<file path="config.mk">
export PLATFORM = sky130hd
export DESIGN_NAME = match_lock_detect
export DESIGN_NICKNAME = d
export VERILOG_FILES = /design/src/rtl/match_lock_detect.sv
export SDC_FILE = /design/constraint.sdc
export NUM_CORES = 1
export LEC_CHECK = 0
export BUFFER_PORTS_ARGS = -buffer_cell sky130_fd_sc_hd__buf_2
export CAP_MARGIN = 10
export CORE_MARGIN = 2
export CORE_UTILIZATION = 46
export DETAILED_ROUTE_END_ITERATION = 7
export GPL_ROUTABILITY_DRIVEN = 0
export PLACE_DENSITY = 0.72
export RECOVER_POWER = 25
export SLEW_MARGIN = 10
export SYNTH_ARGS = -nofsm -noshare
export SYNTH_HDL_FRONTEND = slang
export SYNTH_SLANG_ARGS = --single-unit
</file>
<file path="constraint.sdc">
create_clock -name clk -period 1.94 [get_ports clk]
set_clock_uncertainty 0.15 [all_clocks]
set_input_delay 0.485 -clock clk [delete_from_list [all_inputs] [get_ports clk]]
set_output_delay 0.485 -clock clk [all_outputs]
set_load 0.005 [all_outputs]
</file>
<file path="src/rtl/match_lock_detect.sv">
// match_lock_detect
// Pattern-sync lock detector that sits after a 4-bit equality checker.
// - Counts runs of consecutive valid matches and declares lock after LOCK_CNT of them.
// - Drops lock after UNLOCK_CNT consecutive valid misses.
// - Keeps a saturating total of valid matches.
// Optional build macro: MATCH_LOCK_MISS_COUNT_EN adds a saturating miss_total output.
// All outputs are registered, so each sample shows up one cycle after it is taken.
// rst (synchronous, active-high) and clear have the same effect on all state.

module match_lock_detect #(
    parameter int LOCK_CNT   = 4,
    parameter int UNLOCK_CNT = 2,
    parameter int CNT_W      = 8
) (
    input  logic             clk,
    input  logic             rst,
    input  logic             clear,
    input  logic             in_valid,
    input  logic             in_match,
    output logic             locked,
    output logic             lock_pulse,
    output logic             unlock_pulse,
    output logic [1:0]       state,
    output logic [3:0]       run_len,
    output logic [CNT_W-1:0] match_total
`ifdef MATCH_LOCK_MISS_COUNT_EN
    ,
    output logic [CNT_W-1:0] miss_total
`endif
);

    localparam logic [1:0] ST_SEARCH = 2'd0;
    localparam logic [1:0] ST_VERIFY = 2'd1;
    localparam logic [1:0] ST_LOCKED = 2'd2;

    localparam logic [3:0]       LOCK_LIM   = 4'(LOCK_CNT);
    localparam logic [3:0]       UNLOCK_LIM = 4'(UNLOCK_CNT);
    localparam logic [CNT_W-1:0] CNT_MAX    = {CNT_W{1'b1}};
    localparam logic [CNT_W-1:0] CNT_ONE    = {{(CNT_W-1){1'b0}}, 1'b1};

    logic [1:0]       r_state;
    logic [3:0]       r_run;
    logic             r_locked;
    logic             r_lock_pulse;
    logic             r_unlock_pulse;
    logic [CNT_W-1:0] r_match_total;

    logic [1:0]       w_state_nxt;
    logic [3:0]       w_run_nxt;
    logic [3:0]       w_run_inc;
    logic             w_locked_nxt;
    logic             w_lock_pulse_nxt;
    logic             w_unlock_pulse_nxt;
    logic             w_match_inc;
    logic             w_soft_rst;

    // Any reset source discards the current sample and returns everything to idle.
    assign w_soft_rst = rst | clear;
    assign w_run_inc  = r_run + 4'd1;

    // Saturating match counter increments only while below all-ones.
    assign w_match_inc = in_valid & in_match & (r_match_total != CNT_MAX);

    // State register, run length, pulses and counters; all outputs come from here.
    always_ff @(posedge clk) begin
        if (w_soft_rst) begin
            r_state        <= ST_SEARCH;
            r_run          <= 4'd0;
            r_locked       <= 1'b0;
            r_lock_pulse   <= 1'b0;
            r_unlock_pulse <= 1'b0;
            r_match_total  <= {CNT_W{1'b0}};
        end else begin
            r_state        <= w_state_nxt;
            r_run          <= w_run_nxt;
            r_locked       <= w_locked_nxt;
            r_lock_pulse   <= w_lock_pulse_nxt;
            r_unlock_pulse <= w_unlock_pulse_nxt;
            if (w_match_inc) begin
                r_match_total <= r_match_total + CNT_ONE;
            end else begin
                r_match_total <= r_match_total;
            end
        end
    end

    // Next-state and next run length from the current state and the qualified sample.
    always_comb begin
        w_state_nxt = r_state;
        w_run_nxt   = r_run;
        case (r_state)
            ST_SEARCH: begin
                if (in_valid && in_match) begin
                    if (LOCK_LIM == 4'd1) begin
                        w_state_nxt = ST_LOCKED;
                        w_run_nxt   = 4'd0;
                    end else begin
                        w_state_nxt = ST_VERIFY;
                        w_run_nxt   = 4'd1;
                    end
                end else if (in_valid) begin
                    w_state_nxt = ST_SEARCH;
                    w_run_nxt   = 4'd0;
                end else begin
                    w_state_nxt = r_state;
                    w_run_nxt   = r_run;
                end
            end
            ST_VERIFY: begin
                if (in_valid && in_match) begin
                    if (w_run_inc == LOCK_LIM) begin
                        w_state_nxt = ST_LOCKED;
                        w_run_nxt   = 4'd0;
                    end else begin
                        w_state_nxt = ST_VERIFY;
                        w_run_nxt   = w_run_inc;
                    end
                end else if (in_valid) begin
                    w_state_nxt = ST_SEARCH;
                    w_run_nxt   = 4'd0;
                end else begin
                    w_state_nxt = r_state;
                    w_run_nxt   = r_run;
                end
            end
            ST_LOCKED: begin
                // In LOCKED the run length tracks consecutive misses instead.
                if (in_valid && in_match) begin
                    w_state_nxt = ST_LOCKED;
                    w_run_nxt   = 4'd0;
                end else if (in_valid) begin
                    if (w_run_inc == UNLOCK_LIM) begin
                        w_state_nxt = ST_SEARCH;
                        w_run_nxt   = 4'd0;
                    end else begin
                        w_state_nxt = ST_LOCKED;
                        w_run_nxt   = w_run_inc;
                    end
                end else begin
                    w_state_nxt = r_state;
                    w_run_nxt   = r_run;
                end
            end
            default: begin
                // Encoding 3 is unused; fall back to a clean SEARCH.
                w_state_nxt = ST_SEARCH;
                w_run_nxt   = 4'd0;
            end
        endcase
    end

    // Output decode: level and edge flags derived from the state transition.
    always_comb begin
        w_locked_nxt       = (w_state_nxt == ST_LOCKED);
        w_lock_pulse_nxt   = (w_state_nxt == ST_LOCKED) && (r_state != ST_LOCKED);
        w_unlock_pulse_nxt = (r_state == ST_LOCKED) && (w_state_nxt != ST_LOCKED);
    end

    assign state        = r_state;
    assign run_len      = r_run;
    assign locked       = r_locked;
    assign lock_pulse   = r_lock_pulse;
    assign unlock_pulse = r_unlock_pulse;
    assign match_total  = r_match_total;

`ifdef MATCH_LOCK_MISS_COUNT_EN
    logic [CNT_W-1:0] r_miss_total;
    logic             w_miss_inc;

    assign w_miss_inc = in_valid & ~in_match & (r_miss_total != CNT_MAX);

    // Saturating count of valid misses in any state.
    always_ff @(posedge clk) begin
        if (w_soft_rst) begin
            r_miss_total <= {CNT_W{1'b0}};
        end else if (w_miss_inc) begin
            r_miss_total <= r_miss_total + CNT_ONE;
        end else begin
            r_miss_total <= r_miss_total;
        end
    end

    assign miss_total = r_miss_total;
`endif

endmodule

</file>
==> flow_metrics.py, run 1 <==
metrics = {
    "outcome": {
        "outcome": "completed",
    },
    "routing": {
        "drtIter0Drc": 17,
        "via_count": 872,
        "via_per_inst": 5.55,
        "firstDrtPassIters": 4,
        "remaining_drc_errors": 0,
        "postRouteAntennaNets": 0,
        "finalWirelength_mm": 1.93,
        "routedWlPerCell_um": 12.3,
    },
    "setup_path": {
        "cp_max_fo": 7,
        "startpoint_type": "register",
        "crit_type": "reg -> reg",
        "cp.arrival_ns": 1.75,
        "r2r_cells": 5,
        "r2r-start": "run_len[1]$_SDFFE_PP0P_",
        "ff2ff_setup_slack_ns": 0.22,
        "critPathRequiredTime_ns": 1.97,
        "r2r_end": "run_len[2]$_SDFFE_PP0P_",
        "critPathCaptureType": "register",
    },
    "layout": {
        "seq_area_sq_um": 340,
        "diodes": 0,
        "final_cells": 157,
        "syn_to_final_growth_pct": 18.8,
        "utilization": 0.569,
        "final_nets": 139,
        "layout-drive-gt1-share": 0.277,
        "multi_input_area_sq_um": 568,
        "nFillCells": 191,
    },
    "sta": {
        "min_period_ns": 1.72,
        "finalHoldViolations": 0,
        "period_share": 0.884,
        "whs_ns": 0.419,
        "fin_tns_setup_ns": 0,
        "maxClockFrequency_mhz": 583,
        "max_slew_margin": 0.802,
        "rsz0062_at_grt": "false",
        "worst_pin_slew_ns": 0.296,
        "finalMaxSlewViolations": 0,
        "setup_viol": 0,
    },
    "power_and_ir_drop": {
        "cellLeakagePower_nw": 0.486,
        "power_density_mw_per_mm2": 530,
        "ir_drop_uv": 228,
    },
    "clock_tree": {
        "tritoncts": "done",
        "post-cts-setup-buffer-count": 0,
        "clock-sinks": 17,
        "clock-root-buffer": "clkbuf_4",
        "cts_resized": 0,
        "hold_buffers": 0,
        "clk_pin_slew_ns": 0.11,
        "htreeDepth": 1,
        "numCtsBuffers": 3,
        "clock_latency_ns": 0.29,
        "clk_path_buf_depth": 2,
    },
    "yosys": {
        "postSynthCellCount": 105,
        "synth.distinct_cells": 45,
        "synth_compound_area_frac": 0.230,
        "async_reset_ff_frac": 0,
        "synth-simple-area-share": 0.280,
        "synth_flop_cell": "dfxtp_1",
        "muxShareOfSynthArea": 0.0108,
        "synth_edf_count": 0,
        "synth-xor-area-share": 0.0471,
        "avgSynthCellArea_sq_um": 8.85,
        "yosys_warnings": 0,
        "yosys_register_bits": 17,
        "synth_fa_ha_area_frac": 0.0404,
        "synth_seq_area_share": 0.366,
        "synth_top_family_by_area": "simple AND/OR/NAND/NOR gates",
        "netlist_area_sq_um": 930,
        "synthesis.nets": 113,
    },
    "hold_path": {
        "worstHoldEndpoint": "match_total[1]$_SDFFE_PP0P_",
        "holdCritStartpoint": "match_total[1]$_SDFFE_PP0P_",
        "min_path_type": "reg -> reg",
        "hold_depth": 2,
    },
    "global_routing": {
        "grt_pass1_vias": 688,
        "grt_usage": 0.159,
        "grt_overflow": 0,
        "grt_antenna_before_repair": 0,
        "grt_pass1_wl_mm": 3.03,
        "grt_max_degree": 11,
    },
    "floorplan": {
        "die_y_um": 49.0,
        "core_area_sq_mm": 0.00194,
        "ios": 22,
        "die-area_sq_mm": 0.00240,
        "fp.dieW_um": 49.0,
        "initial_core_util": 0.479,
        "rows": 16,
    },
    "placed_design": {
        "dp.cells": 153,
        "io_buffers": 21,
        "place_hpwl_mm": 1.44,
    },
    "run": {
        "drv_cap": 0,
    },
}
-- stage by stage --
step / setup slack, ns / power (mW) / cell area (sq um)
after floorplan: 0.305 / 0.387 / 930
after global placement: 0.163 / 0.400 / 1070
after detailed placement: 0.153 / 0.401 / 1070
after CTS: 0.144 / 0.590 / 1100
after global routing: 0.0627 / 0.610 / 1100
final: 0.224 / 0.586 / 1100
-- sequential cells by signal, summed over array words and instances, names as in the netlist --
register,flops
match_total,8
run_len,4
state,2
lock_pulse,1
locked,1
unlock_pulse,1
-- critical path, cell delays in order (launching register included) --
cell and delay (ns):
dfxtp_1 0.43, ha_2 0.29, nor3b_2 0.31, o21ai_1 0.15, a211oi_1 0.23, nor2_1 0.06
-- power breakdown --
part	switching [mW]	internal, mW	leakage [nW]
Clock	0.115	0.0765	0.0177
Sequential	0.00290	0.351	0.137
Combinational	0.0230	0.0167	0.332
-- how the worst max path moves through the flow --
stage                       startpoint                 endpoint  slack (ns)  cells after the start
4_1_cts        run_len[1]$_SDFFE_PP0P_  run_len[2]$_SDFFE_PP0P_        0.14                      5
3_3_place_gp   run_len[1]$_SDFFE_PP0P_  run_len[2]$_SDFFE_PP0P_        0.16                      5
3_5_place_dp   run_len[1]$_SDFFE_PP0P_  run_len[2]$_SDFFE_PP0P_        0.15                      5
5_1_grt        run_len[1]$_SDFFE_PP0P_  unlock_pulse$_SDFF_PP0_        0.06                      5
6_report       run_len[1]$_SDFFE_PP0P_  run_len[2]$_SDFFE_PP0P_        0.22                      5
2_1_floorplan  run_len[0]$_SDFFE_PP0P_  run_len[2]$_SDFFE_PP0P_        0.31                      5
-- final cells by class --
| type | count | area share |
|---|---|---|
| Tap cell | 27 | 0.0306 |
| Clock inverter | 1 | 0.00453 |
| Timing Repair Buffer | 24 | 0.116 |
| Multi-Input combinational cell | 83 | 0.514 |
| Clock buffer | 3 | 0.0204 |
| Inverter | 2 | 0.00680 |
| Sequential cell | 17 | 0.308 |
-- cell usage after synthesis, types with 3 or more instances --
| library cell | count | area share |
|---|---|---|
| and4_1 | 3 | 0.028 |
| xor2_1 | 5 | 0.047 |
| nor2b_1 | 3 | 0.020 |
| nand3_1 | 3 | 0.016 |
| dfxtp_1 | 17 | 0.37 |
| o211ai_1 | 4 | 0.032 |
| a21oi_1 | 7 | 0.038 |
| nand2_1 | 5 | 0.020 |
| nor2_1 | 14 | 0.057 |
| ha_1 | 3 | 0.040 |
-- per-layer routing --
| layer | track usage | vias to the layer above | part of all wire |
|---|---|---|---|
| li1 | - | 441 | - |
| met1 | 0.230 | 412 | 0.50 |
| met2 | 0.242 | 17 | 0.45 |
| met3 | 0.0307 | 2 | 0.043 |
| met4 | 0.0429 | 0 | 0.0062 |
| met5 | 0 | - | 0 |
-- cells by family after synthesis --
family | after synthesis
simple gates | 45
compound gates | 29
flops | 17
xor+xnor | 5
buf+inv | 5
fa+ha+maj | 3
mux | 1
-- cells in the final DEF, fill, tap and decap left out, types with 2 or more instances in the layout --
master and count:
inv_1 2, clkbuf_4 3, ha_1 2, nor2_1 14
nand3_1 3, nand2_1 5, nand4_1 2, buf_4 3
dfxtp_1 17, a21oi_1 7, buf_2 21, nor4_1 2
nor2b_1 3, and3_1 2, o211ai_1 4, and2_1 2
o21ai_1 2, xor2_1 5, and4_1 3
(Power assumes the default switching activity.)
==> run 2: changes to the inputs <==
--- a/config.mk
+++ b/config.mk
@@ -5,14 +5,13 @@
 export SDC_FILE = /design/constraint.sdc
 export NUM_CORES = 1
 export LEC_CHECK = 0
-export BUFFER_PORTS_ARGS = -buffer_cell sky130_fd_sc_hd__buf_2
+export BUFFER_PORTS_ARGS = -buffer_cell sky130_fd_sc_hd__buf_4
 export CAP_MARGIN = 10
 export CORE_MARGIN = 2
 export CORE_UTILIZATION = 46
 export DETAILED_ROUTE_END_ITERATION = 7
 export GPL_ROUTABILITY_DRIVEN = 0
 export PLACE_DENSITY = 0.72
-export RECOVER_POWER = 25
 export SLEW_MARGIN = 10
 export SYNTH_ARGS = -nofsm -noshare
 export SYNTH_HDL_FRONTEND = slang
==> flow_metrics.py, run 2 (same netlist as run 1, synthesis figures left out) <==
metrics = {
    "routing": {
        "wl_met2_um": 898,
        "maxUsedRoutingLayer": "met4",
        "routedWlPerCell_um": 12.7,
        "postRouteAntennaNets": 0,
        "firstDrtPassIters": 4,
        "via_per_inst": 5.46,
        "remaining_drc_errors": 0,
        "finalWirelength_mm": 1.99,
        "via_count": 857,
        "wl_met3_um": 80,
        "drtIter0Drc": 17,
        "wl_met1_um": 971,
    },
    "floorplan": {
        "rows": 16,
        "die_y_um": 49.0,
        "ios": 22,
        "initial_core_util": 0.479,
        "fp.dieW_um": 49.0,
        "core_area_sq_mm": 0.00194,
        "die-area_sq_mm": 0.00240,
    },
    "sta": {
        "worst_pin_slew_ns": 0.328,
        "finalHoldViolations": 0,
        "period_share": 0.892,
        "min_period_ns": 1.73,
        "maxClockFrequency_mhz": 578,
        "fin_tns_setup_ns": 0,
        "max_slew_margin": 0.781,
        "finalMaxSlewViolations": 0,
        "rsz0062_at_grt": "false",
        "setup_viol": 0,
    },
    "power_and_ir_drop": {
        "switchingPower_mw": 0.139,
        "p_int_mw": 0.448,
        "seqPwrFrac": 0.604,
        "power_density_mw_per_mm2": 504,
        "switching_share": 0.236,
        "cellLeakagePower_nw": 0.485,
        "power_frac_clock": 0.324,
        "power.share.combinational": 0.073,
        "ir_drop_uv": 321,
    },
    "setup_path": {
        "crit_type": "reg -> reg",
        "startpoint_type": "register",
        "critPathCaptureType": "register",
        "r2r-start": "run_len[1]$_SDFFE_PP0P_",
        "crit_path_top_delay_cell": "dfxtp_1",
        "cp_max_fo": 7,
        "cpPeakStageDelay_ns": 0.44,
        "critPathRequiredTime_ns": 1.98,
        "ff2ff_setup_slack_ns": 0.21,
        "r2r_cells": 5,
        "cp.arrival_ns": 1.77,
        "r2r_end": "run_len[2]$_SDFFE_PP0P_",
        "path_cells": "ha_2 -> nor3b_4 -> o21ai_1 -> a41oi_1 -> nor2_1",
    },
    "global_routing": {
        "grt_usage": 0.183,
        "grt_overflow": 0,
        "grt_max_degree": 11,
        "grt_pass1_wl_mm": 3.38,
        "grt_antenna_before_repair": 0,
        "grt_pass1_vias": 771,
    },
    "hold_path": {
        "worstHoldEndpoint": "state[0]$_SDFF_PP0_",
        "min_path_type": "in -> reg",
        "holdCritStartpoint": "in_match",
        "hold_depth": 3,
    },
    "layout": {
        "diodes": 0,
        "final_nets": 139,
        "final_common_cell": "buf_4",
        "syn_to_final_growth_pct": 25.2,
        "mostFrequentLayoutCells": "buf_4, dfxtp_1, nor2_1",
        "layout-drive-gt1-share": 0.277,
        "largest_register_ffs": 8,
        "utilization": 0.599,
    },
    "placed_design": {
        "io_buffers": 21,
        "place_hpwl_mm": 1.51,
    },
    "clock_tree": {
        "clock-sinks": 17,
        "post-cts-setup-buffer-count": 0,
        "clk_pin_slew_ns": 0.10,
        "tritoncts": "done",
        "htreeDepth": 1,
        "clk_path_buf_depth": 2,
        "clock_latency_ns": 0.29,
        "clock-root-buffer": "clkbuf_4",
        "numCtsBuffers": 3,
    },
    "run": {
        "drv_cap": 0,
    },
    "outcome": {
        "outcome": "completed",
    },
}
## run 2: cell counts in the layout (fill, tap and decap cells not counted)
Identical to the previous run, type by type.
## run 2: worst max-delay path by stage
stage | startpoint | endpoint | slack [ns] | depth (start not counted)
after floorplan | run_len[0]$_SDFFE_PP0P_ | run_len[2]$_SDFFE_PP0P_ | 0.31 | 5
after global placement | run_len[1]$_SDFFE_PP0P_ | run_len[2]$_SDFFE_PP0P_ | 0.14 | 5
after detailed placement | run_len[1]$_SDFFE_PP0P_ | run_len[2]$_SDFFE_PP0P_ | 0.15 | 5
after CTS | run_len[1]$_SDFFE_PP0P_ | run_len[2]$_SDFFE_PP0P_ | 0.13 | 5
after global routing | run_len[1]$_SDFFE_PP0P_ | unlock_pulse$_SDFF_PP0_ | 0.02 | 5
final | run_len[1]$_SDFFE_PP0P_ | run_len[2]$_SDFFE_PP0P_ | 0.21 | 5
## run 2: cell type report
cell class	instances	area [sq um]
inverter	2	7.51
timing repair buffer	24	180
fill	182	778
sequential	17	340
tap	27	33.8
clock buffer	3	22.5
multi-input combinational	83	574
clock inverter	1	5.00
## run 2: critical path, delay by kind of cell (launching register included)
family	cells	cell delay, ns
compound gates	2	0.38
fa+ha+maj	1	0.29
flops	1	0.44
simple gates	2	0.36
## run 2: per-stage QoR
step	setup slack, ns	std cells	area (sq um)	hold slack (ns)	total power, mW
6_report	0.210	157	1160	0.393	0.586
3_3_place_gp	0.141	153	1130	0.395	0.404
3_5_place_dp	0.149	153	1130	0.413	0.404
2_1_floorplan	0.305	105	930	0.368	0.387
5_1_grt	0.0205	157	1160	0.431	0.616
4_1_cts	0.133	157	1150	0.395	0.591
## run 2: repair_timing
item	in CTS	in global routing
hold buffers	0	0
setup endpoints to repair	0	3
resized for setup	0	2
## run 2: power groups by stage
stage | clock network (mW) | logic (mW) | registers (mW)
after floorplan | 0 | 0.0242 | 0.363
after global placement | 0 | 0.0419 | 0.362
after detailed placement | 0 | 0.0425 | 0.362
after CTS | 0.194 | 0.0428 | 0.354
after global routing | 0.213 | 0.0479 | 0.355
final | 0.190 | 0.0427 | 0.354
## run 2: per-layer routing
metal  track usage  vias up
met5             0        -
met4        0.0857        0
met3        0.0276        5
met2         0.283       20
met1         0.250      389
li1              -      443
==> run 3: changes to the inputs <==
--- a/config.mk
+++ b/config.mk
@@ -11,7 +11,7 @@
 export CORE_UTILIZATION = 46
 export DETAILED_ROUTE_END_ITERATION = 7
 export GPL_ROUTABILITY_DRIVEN = 0
-export PLACE_DENSITY = 0.72
+export PLACE_DENSITY_LB_ADDON = 0.2
 export SLEW_MARGIN = 10
 export SYNTH_ARGS = -nofsm -noshare
 export SYNTH_HDL_FRONTEND = slang
==> flow_metrics.py, run 3 (same netlist as run 1, synthesis figures left out) <==
metrics = {
    "outcome": {
        "outcome": "completed",
    },
    "sta": {
        "max_slew_margin": 0.774,
        "finalHoldViolations": 0,
        "min_period_ns": 1.74,
        "period_share": 0.895,
        "maxClockFrequency_mhz": 576,
        "setup_viol": 0,
        "finalMaxSlewViolations": 0,
        "worst_pin_slew_ns": 0.338,
        "fin_tns_setup_ns": 0,
        "rsz0062_at_grt": "false",
        "whs_ns": 0.399,
    },
    "layout": {
        "layout-drive-gt1-share": 0.269,
        "final_common_cell": "buf_4",
        "mostFrequentLayoutCells": "buf_4, dfxtp_1, nor2_1",
        "syn_to_final_growth_pct": 24.4,
        "largest_register_ffs": 8,
        "utilization": 0.595,
        "diodes": 0,
        "final_nets": 139,
    },
    "clock_tree": {
        "clk_path_buf_depth": 2,
        "numCtsBuffers": 3,
        "htreeDepth": 1,
        "clock-sinks": 17,
        "clock_latency_ns": 0.28,
        "cts_resized": 0,
        "clock-root-buffer": "clkbuf_4",
        "post-cts-setup-buffer-count": 0,
        "clk_pin_slew_ns": 0.10,
        "tritoncts": "done",
        "hold_buffers": 0,
    },
    "power_and_ir_drop": {
        "power_density_mw_per_mm2": 506,
        "cellLeakagePower_nw": 0.485,
        "ir_drop_uv": 349,
    },
    "setup_path": {
        "crit_type": "reg -> reg",
        "cp_max_fo": 7,
        "startpoint_type": "register",
        "path_cells": "ha_2 -> nor3b_2 -> o21ai_1 -> a41oi_1 -> nor2_1",
        "critPathCaptureType": "register",
        "critPathRequiredTime_ns": 1.97,
        "cpPeakStageDelay_ns": 0.43,
        "cp.arrival_ns": 1.77,
        "r2r-start": "run_len[1]$_SDFFE_PP0P_",
        "crit_start": "run_len[1]$_SDFFE_PP0P_",
        "crit_path_top_delay_cell": "dfxtp_1",
    },
    "global_routing": {
        "grt_usage": 0.175,
        "grt_max_degree": 11,
        "grt_pass1_vias": 715,
        "grt_pass1_wl_mm": 3.33,
        "grt_antenna_before_repair": 0,
        "grt_overflow": 0,
    },
    "floorplan": {
        "rows": 16,
        "core_area_sq_mm": 0.00194,
        "initial_core_util": 0.479,
        "die-area_sq_mm": 0.00240,
        "fp.dieW_um": 49.0,
        "ios": 22,
        "die_y_um": 49.0,
    },
    "routing": {
        "via_count": 861,
        "postRouteAntennaNets": 0,
        "remaining_drc_errors": 0,
        "via_per_inst": 5.48,
        "routedWlPerCell_um": 12.5,
        "firstDrtPassIters": 4,
        "drtIter0Drc": 12,
        "finalWirelength_mm": 1.96,
    },
    "hold_path": {
        "holdCritStartpoint": "in_match",
        "min_path_type": "in -> reg",
    },
    "run": {
        "drv_cap": 0,
    },
    "placed_design": {
        "io_buffers": 21,
        "place_hpwl_mm": 1.49,
    },
}
[run 3: area by class of cell]
cell class,instances,area [sq um]
inverter,2,7.51
tap,27,33.8
timing repair buffer,24,180
multi-input combinational,83,568
clock buffer,4,26.3
sequential,17,340
fill,184,786
[run 3: final timing paths]
kind	endpoint	slack (ns)	cells after the start
setup / recovery	run_len[2]$_SDFFE_PP0P_	0.20	5
hold / removal	state[0]$_SDFF_PP0_	0.40	3
setup reg to reg	run_len[2]$_SDFFE_PP0P_	0.20	5
hold reg to reg	match_total[1]$_SDFFE_PP0P_	0.42	2
[run 3: routing by layer]
layer,up-vias,part of all wire,GRT usage
li1,443,-,-
met1,386,0.49,0.263
met2,30,0.44,0.251
met3,2,0.058,0.0215
met4,0,0.012,0.0714
met5,-,0,0
[run 3: per-stage QoR]
stage / worst slack [ns] / power [mW] / instance area [sq um] / instances
2_1_floorplan: 0.305 / 0.387 / 930 / 105
3_5_place_dp: 0.176 / 0.405 / 1130 / 153
6_report: 0.204 / 0.585 / 1160 / 157
5_1_grt: 0.0453 / 0.612 / 1160 / 157
4_1_cts: 0.143 / 0.591 / 1150 / 157
3_3_place_gp: 0.124 / 0.404 / 1130 / 153
[run 3: critical path: cells and delay by family (launching register included)]
| family | cells | cell delay (ns) |
|---|---|---|
| AOI/OAI and AO/OA | 2 | 0.37 |
| DFF | 1 | 0.43 |
| and+or+nand+nor | 2 | 0.41 |
| adders and majority gates | 1 | 0.28 |
[run 3: report_power, final]
part / internal (mW) / total, mW / leakage (nW) / switching [mW]
combinational: 0.0202 / 0.0428 / 0.333 / 0.0227
sequential: 0.351 / 0.354 / 0.137 / 0.00292
clock: 0.0797 / 0.188 / 0.0150 / 0.109
